--- config.mk ---
export PLATFORM = sky130hd
export DESIGN_NAME = scroll_offset_gen
export DESIGN_NICKNAME = d
export VERILOG_FILES = /design/src/rtl/scroll_offset_gen.sv
export SDC_FILE = /design/constraint.sdc
export NUM_CORES = 1
export LEC_CHECK = 0
export CAP_MARGIN = 20
export CORE_UTILIZATION = 45
export CTS_CLUSTER_DIAMETER = 50
export DETAILED_ROUTE_END_ITERATION = 16
export GPL_TIMING_DRIVEN = 0
export PLACE_DENSITY_LB_ADDON = 0.2
export SETUP_SLACK_MARGIN = 0.3
export SLEW_MARGIN = 20
export SYNTH_ARGS = -nofsm -noshare
export SYNTH_HDL_FRONTEND = slang
export SYNTH_SLANG_ARGS = --single-unit
--- constraint.sdc ---
create_clock -name clk -period 3.3 [get_ports clk]
set_clock_uncertainty 0.1 [all_clocks]
set_input_delay 0.66 -clock clk [delete_from_list [all_inputs] [get_ports clk]]
set_output_delay 0.66 -clock clk [all_outputs]
set_load 0.05 [all_outputs]
--- src/rtl/scroll_offset_gen.sv ---
// Frame-synchronised horizontal scroll offset generator with debounced pause/speed/direction buttons.
// Optional build macro SINGLE_STEP_EN: while paused, a speed press steps the offset once instead of changing speed.
//
// state     | meaning
// ----------+-----------------------------------------------------------
// ST_RUN    | offset advances every (8 >> speed_level) frame starts
// ST_PAUSED | offset and frame counter frozen, frame starts ignored
module scroll_offset_gen #(
  parameter int TEXT_WIDTH_PX   = 192,
  parameter int OFFSET_W        = 9,
  parameter int DEBOUNCE_CYCLES = 62500
) (
  input  logic                clk,
  input  logic                reset,
  input  logic                frame_begin,
  input  logic                btn_pause,
  input  logic                btn_speed,
  input  logic                btn_dir,
  output logic [OFFSET_W-1:0] scroll_offset,
  output logic                offset_valid,
  output logic                wrap_pulse,
  output logic                paused,
  output logic [1:0]          speed_level,
  output logic                dir
);

  localparam logic [0:0] ST_RUN    = 1'b0;
  localparam logic [0:0] ST_PAUSED = 1'b1;

  localparam int                  DB_W        = (DEBOUNCE_CYCLES > 1) ? $clog2(DEBOUNCE_CYCLES) : 1;
  localparam logic [DB_W-1:0]     DB_LOAD     = DB_W'(DEBOUNCE_CYCLES - 1);
  localparam logic [OFFSET_W-1:0] OFFSET_LAST = OFFSET_W'(TEXT_WIDTH_PX - 1);

  logic [2:0] btn_raw;
  logic [2:0] sync1;
  logic [2:0] sync2;
  logic [2:0] press;

  assign btn_raw = {btn_dir, btn_speed, btn_pause};

  always_ff @(posedge clk or posedge reset) begin
    if (reset) begin
      sync1 <= '0;
      sync2 <= '0;
    end else begin
      sync1 <= btn_raw;
      sync2 <= sync1;
    end
  end

  // Down-counter reloads whenever the synced input matches the accepted level,
  // so the level flips only after DEBOUNCE_CYCLES consecutive differing samples.
  for (genvar i = 0; i < 3; i++) begin : g_db
    logic [DB_W-1:0] db_cnt;
    logic            db_q;
    logic            press_q;

    always_ff @(posedge clk or posedge reset) begin
      if (reset) begin
        db_cnt  <= DB_LOAD;
        db_q    <= 1'b0;
        press_q <= 1'b0;
      end else begin
        press_q <= 1'b0;
        if (sync2[i] == db_q) begin
          db_cnt <= DB_LOAD;
        end else if (db_cnt == '0) begin
          db_q    <= sync2[i];
          db_cnt  <= DB_LOAD;
          press_q <= sync2[i];
        end else begin
          db_cnt <= db_cnt - 1'b1;
        end
      end
    end

    assign press[i] = press_q;
  end

  logic       pause_press;
  logic       speed_press;
  logic       dir_press;
  logic       fb_q;
  logic       frame_tick;
  logic [0:0] state;
  logic [0:0] state_nxt;
  logic [2:0] frame_cnt;
  logic [2:0] frame_cnt_nxt;
  logic [2:0] div_m1;
  logic       frame_due;
  logic       manual_step;
  logic       speed_change;
  logic       do_step;
  logic [OFFSET_W-1:0] offset_nxt;
  logic       wrap_nxt;

  assign pause_press = press[0];
  assign speed_press = press[1];
  assign dir_press   = press[2];

  assign frame_tick = frame_begin & ~fb_q;
  assign div_m1     = 3'd7 >> speed_level;

`ifdef SINGLE_STEP_EN
  assign manual_step  = (state == ST_PAUSED) && speed_press;
  assign speed_change = (state == ST_RUN) && speed_press;
`else
  assign manual_step  = 1'b0;
  assign speed_change = speed_press;
`endif

  // A pause press in the same cycle as a due step suppresses the step.
  assign frame_due = (state == ST_RUN) && frame_tick && !pause_press && (frame_cnt == div_m1);
  assign do_step   = frame_due | manual_step;

  always_comb begin
    state_nxt = state;
    if (pause_press) begin
      state_nxt = (state == ST_RUN) ? ST_PAUSED : ST_RUN;
    end

    frame_cnt_nxt = frame_cnt;
    if ((state == ST_RUN) && frame_tick && !pause_press) begin
      frame_cnt_nxt = (frame_cnt == div_m1) ? 3'd0 : frame_cnt + 3'd1;
    end
    if (speed_change) begin
      frame_cnt_nxt = 3'd0;
    end

    offset_nxt = scroll_offset;
    wrap_nxt   = 1'b0;
    if (do_step) begin
      if (!dir) begin
        if (scroll_offset == OFFSET_LAST) begin
          offset_nxt = '0;
          wrap_nxt   = 1'b1;
        end else begin
          offset_nxt = scroll_offset + 1'b1;
        end
      end else begin
        if (scroll_offset == '0) begin
          offset_nxt = OFFSET_LAST;
          wrap_nxt   = 1'b1;
        end else begin
          offset_nxt = scroll_offset - 1'b1;
        end
      end
    end
  end

  always_ff @(posedge clk or posedge reset) begin
    if (reset) begin
      fb_q          <= 1'b0;
      state         <= ST_RUN;
      frame_cnt     <= 3'd0;
      scroll_offset <= '0;
      offset_valid  <= 1'b0;
      wrap_pulse    <= 1'b0;
      speed_level   <= 2'd1;
      dir           <= 1'b0;
    end else begin
      fb_q          <= frame_begin;
      state         <= state_nxt;
      frame_cnt     <= frame_cnt_nxt;
      scroll_offset <= offset_nxt;
      offset_valid  <= do_step;
      wrap_pulse    <= wrap_nxt;
      if (speed_change) begin
        speed_level <= speed_level + 2'd1;
      end
      if (dir_press) begin
        dir <= ~dir;
      end
    end
  end

  assign paused = (state == ST_PAUSED);

endmodule

After elaboration in Yosys (flattened, before gate mapping)
Index checks and enable logic that the tools add are counted.

cells by class
  add/subtract/negate cells = 7
  equality and inequality tests = 5
  shift operators = 1
  multiplexer cells = 23
  bitwise gates (word level) = 7
  reductions and logical operators = 12

operators by type and width
  cell                   count
  $mux 16                6
  $logic_not 16->1       3
  $sub 16x1->16 const B  3
  $mux 9                 3
  $mux 1                 11
  $add 9x1->9 const B    1
  $eq 9x8->1 const B     1
  $logic_not 9->1        1
  $mux 3                 3
  $sub 9x1->9 const B    1
  $not 1->1              6
  $reduce_and 2->1       3
  $add 3x1->3 const B    1
  $eq 1x1->1             3
  $eq 3x3->1             1
  $logic_and 1x1->1      3
  $shr 3x2->3 const A    1
  $add 2x1->2 const B    1
  $reduce_bool 2->1      1
  $and 1x1->1            1
  $logic_not 1->1        1

storage, ports and cells
  flip-flop bits (word level) = 79
  bits of input ports = 6
  output and inout bits = 15
  logic and storage cells = 74

Longest topological paths before layout
  word-level depth = 6
  mapped depth = 7
  mapped depth without buffers = 6

Worst setup path before layout
No wires, ideal clock.

  path type = reg2reg
  from = register speed_level[0]
  to = register scroll_offset[8]
  library setup time = 0.116 ns
  arrival time = 2.163 ns
  setup slack = 0.921 ns
  stages on the path, launching flop included = 7
  buffers on the path = 0
  period minus slack after synthesis = 2.379 ns
  cell sequence = dfstp_2 inv_1 ha_1 xnor2_1 nand4_2 or4b_2 o311ai_0

between the ends
  word-level cells in the longest chain between the ends = 3

RTL lines
  element                 RTL line  RTL
  from (decl)             23        output logic [1:0] speed_level,
  from (signal assigned)  169       speed_level <= speed_level + 2'd1;
  $shr 3x2->3             102       assign div_m1 = 3'd7 >> speed_level;
  $eq 3x3->1              113       assign frame_due = (state == ST_RUN) && frame_tick && !pause_press && (frame_cnt == div_m1);
  $logic_and 1x1->1       113
  to (signal assigned)    165       scroll_offset <= offset_nxt;
  to (decl)               19        output logic [OFFSET_W-1:0] scroll_offset,

No other way between the ends.
A chain may end at the register's enable or synchronous reset.

Worst setup path in the final report
  from = register speed_level[0]
  to = output port speed_level[0]

No word-level cell between the ends.

==> results list <==
- Final Total Pwr: 2.26 mW
- In this run the tool buffered the top-level ports with 20 buffer cells.
* Post-layout util: 53.0%
- In this run the deepest clock path goes through 2 buffers.
* Number of buffers created by CTS: 9
- Number of synthesized flops with an enable pin: 0
- The floorplan step set the die width to 96.8 µm.
- By count the netlist is led by dfrtp_1, nand2_1, nor2_1, xor2_1, dfstp_2.
* Worst ir drop on vdd: 0.000233 V
- Yosys printed 0 warnings.
- For this design, the CTS-stage hold fixing added 0 buffers.
- Half-perimeter wire length after detailed placement: 5.22 mm
- Initial antenna violation count: 0
* Syn Inst Count: 392
- The first detailed-routing pass took 4 iterations.
* I/O pins: 21
* Biggest area consumer among synthesized cells: dfrtp_1
* Unique masters post-synth: 49
- The die covers 9380 µm².
- Clock share of power: 33.1%
- Buffers plus inverters on the worst setup path: 1
- The count of final hold-check violations was 0.
- The initial utilization of the core area, before any placement, comes to 46.4%.
* Via count: 3018
- Vertical die dimension: 96.8 µm
- The worst setup path is of the flip-flop to primary output kind.
- The run finished with clean final reports.
* Dominant delay contributor by cell family on the critical path: buffers and inverters
- Post-synth design cell area: 4050 µm²
* Delay contributed by the slowest stage of the critical path: 0.82 ns
- Sequential cells burn 48.9% of the power.
- Post-Syn Nets: 409
* Mean post-synth cell area: 10.3 µm²
- Final Slew Violations: 0
- For this design the static power due to leakage is 1.90 nW.
- The worst setup path is launched from a flip-flop.
* Type of element capturing the critical path: primary output
- In this run the standard cell core region covers 8720 µm².
- For this block, the initial DRC count from the detailed router was 109.
- Number of nets with antenna violations after detailed routing: 0
- Per report_power, the combinational group accounts for 18.0% of the total.
- From synthesis to final layout, the design area changed by 14.2%.
* Cells taking the most area after synthesis: dfrtp_1, dfstp_2, xor2_1, xnor2_1, nand2_1
- Power per cell area: 489 nW/µm²
- In the global route stage, overall resource usage came out at 17.7%.
* CTS Root Buffer Type: clkbuf_8
* Maximum clock rate: 0.399 GHz
- Summed over all failing endpoints, the final setup total negative slack is 0 ns.
- Final worst path period need: 2.50 ns
* Net count of the finished layout: 441
- The number of global-route vias before repair came to 2887.
* Async S/R FF share, synth: 100%
- Data on the critical path arrives at its endpoint at 1.74 ns.
- Fill cells in the final layout number 783.
* Avg Vias per Cell: 5.62
- Internal portion of total power: 1.54 mW
- Buffers added to address setup during post-CTS repair amount to 0.
* Class of the tightest hold or removal check: flip-flop to flip-flop
* N_diodes: 0
- Routability-driven placement finished with a final weighted congestion of 0.898.
- The first global-routing pass estimated 13.6 mm of wire.
- Sequential area share after synthesis: 49.6%
- Drc violations: 0
- For this block, the routed nets add up to 7.66 mm of wire.
- Average wire per standard cell: 14.3 µm
* Share of post-route cells with drive strength above 1: 15.4%
* PostCTS Resize Cnt: 0
* Post-synthesis register bit count: 79
- At the worst endpoint, the required time is 2.54 ns.
- Measured against its own limit, the worst slew margin works out to 43.4%.
* Switching part of the total power: 31.8%
- Master of the slowest instance on the critical path: clkdlybuf4s50_1
* CTS tree: built
* Total gr overflow: 0
* Unrepaired setup endpoints after global routing: false
- Traced cell by cell, the critical path runs through clkdlybuf4s50_1.
- Entering global routing, the biggest net connects 57 pins.
- Counting every sink on the clock net gives 79.
* Worst-path clk slew: 0.09 ns
* Number of placement rows: 34
- Top-area cell type share of the netlist area: 33.4%
- # setup viols final: 0
- Max-cap violations in this run came to 0.
- H-Tree Depth: 3
- In the post-synthesis netlist, the cell with the most instances is dfrtp_1.
- Worst skew pair latency: 0.36 ns
* Part of the cycle the worst path needs: 75.9%
* Critical path fanouts, max: 4
- Top_reg_cell synth: dfrtp_1
- Tightest Pin Transition: 0.847 ns
- Switching Power: 0.719 mW
-- final timing paths --
path	start	end	slack, ns	depth (start not counted)
min in group asynchronous	reset	g_db[1].db_cnt[4]	0.51	2
max in group asynchronous	reset	speed_level[0]	1.95	3
worst min-delay path	sync1[0]	sync2[0]	0.25	0
worst max register to register	speed_level[0]	scroll_offset[8]	0.94	6
worst min register to register	sync1[0]	sync2[0]	0.25	0
worst max-delay path	speed_level[0]	speed_level[0]	0.80	1
-- layout by cell type (no fill, tap or decap), drive strengths merged, types with 10 or more instances in the layout --
master | netlist | final
nor2 | 36 | 36
nand2 | 41 | 41
clkdlybuf4s50 | 0 | 20
o21ai | 11 | 11
nor3b | 10 | 10
nor4 | 18 | 18
dfstp | 25 | 25
a21oi | 16 | 16
dfrtp | 54 | 54
clkbuf | 9 | 18
xnor2 | 19 | 19
xor2 | 30 | 30
nand4 | 12 | 12
inv | 18 | 21
ha | 11 | 11
-- final cells by class --
type                       instances  area, µm²  area share, %
inverter                          18       70.1           1.52
clock buffer                       9        124           2.68
timing repair buffer              21        228           4.93
clock inverter                     7       78.8           1.71
multi-input combinational        285       1940           41.9
tap                              108        135           2.93
buffer                            10       38.8          0.840
sequential                        79       2010           43.5
-- power by group through the flow --
stage,Sequential [mW],Clock (mW),Combinational (mW)
6_report,1.10,0.747,0.408
5_1_grt,1.12,0.815,0.455
4_1_cts,1.10,0.768,0.411
3_5_place_dp,1.12,0,0.408
3_3_place_gp,1.12,0,0.393
2_1_floorplan,1.18,0,0.225
-- worst reg2reg max path: cells and delay by family (launching register included) --
kind                     cells  cell delay [ns]
buffers and inverters        1             0.05
flip-flops                   1             0.57
adder cells (fa/ha/maj)      1             0.20
XOR/XNOR                     1             0.23
AND/OR/NAND/NOR              2             1.00
AO/OA/AOI/OAI                1             0.11
-- state kept, by name, summed over array words and instances (netlist names) --
name,flops
g_db.db_q,3
fb_q,1
g_db.press_q,2
sync1,3
speed_level,2
frame_cnt,3
dir_press,1
dir,1
sync2,3
paused,1
wrap_pulse,1
scroll_offset,9
offset_valid,1
g_db.db_cnt,48
-- per-layer routing --
| layer | vias up | part of all wire (%) | global-route usage [%] |
|---|---|---|---|
| li1 | 1443 | - | - |
| met1 | 1481 | 47 | 24.2 |
| met2 | 82 | 47 | 26.7 |
| met3 | 12 | 4.0 | 3.32 |
| met4 | 0 | 1.7 | 8.96 |
| met5 | - | 0 | 0 |
-- kinds of logic after synthesis --
kind of cell | share of synthesized area [%]
and+or+nand+nor | 25.6
DFF | 49.6
xor gates and xnor gates | 10.6
AOI/OAI and AO/OA | 7.20
buffers and inverters | 2.63
adders and majority gates | 3.40
muxes | 0.927
-- stage by stage --
stage                     cells  setup WS (ns)  hold WS (ns)  cell area [µm²]
after floorplan             392          0.558         0.231             4050
after global placement      520         -0.836         0.236             4380
after detailed placement    521          0.438         0.236             4410
after CTS                   537          0.760         0.247             4610
after global routing        537          0.693         0.250             4620
final                       537          0.796         0.249             4620
Power figures use the tool's default switching activity.
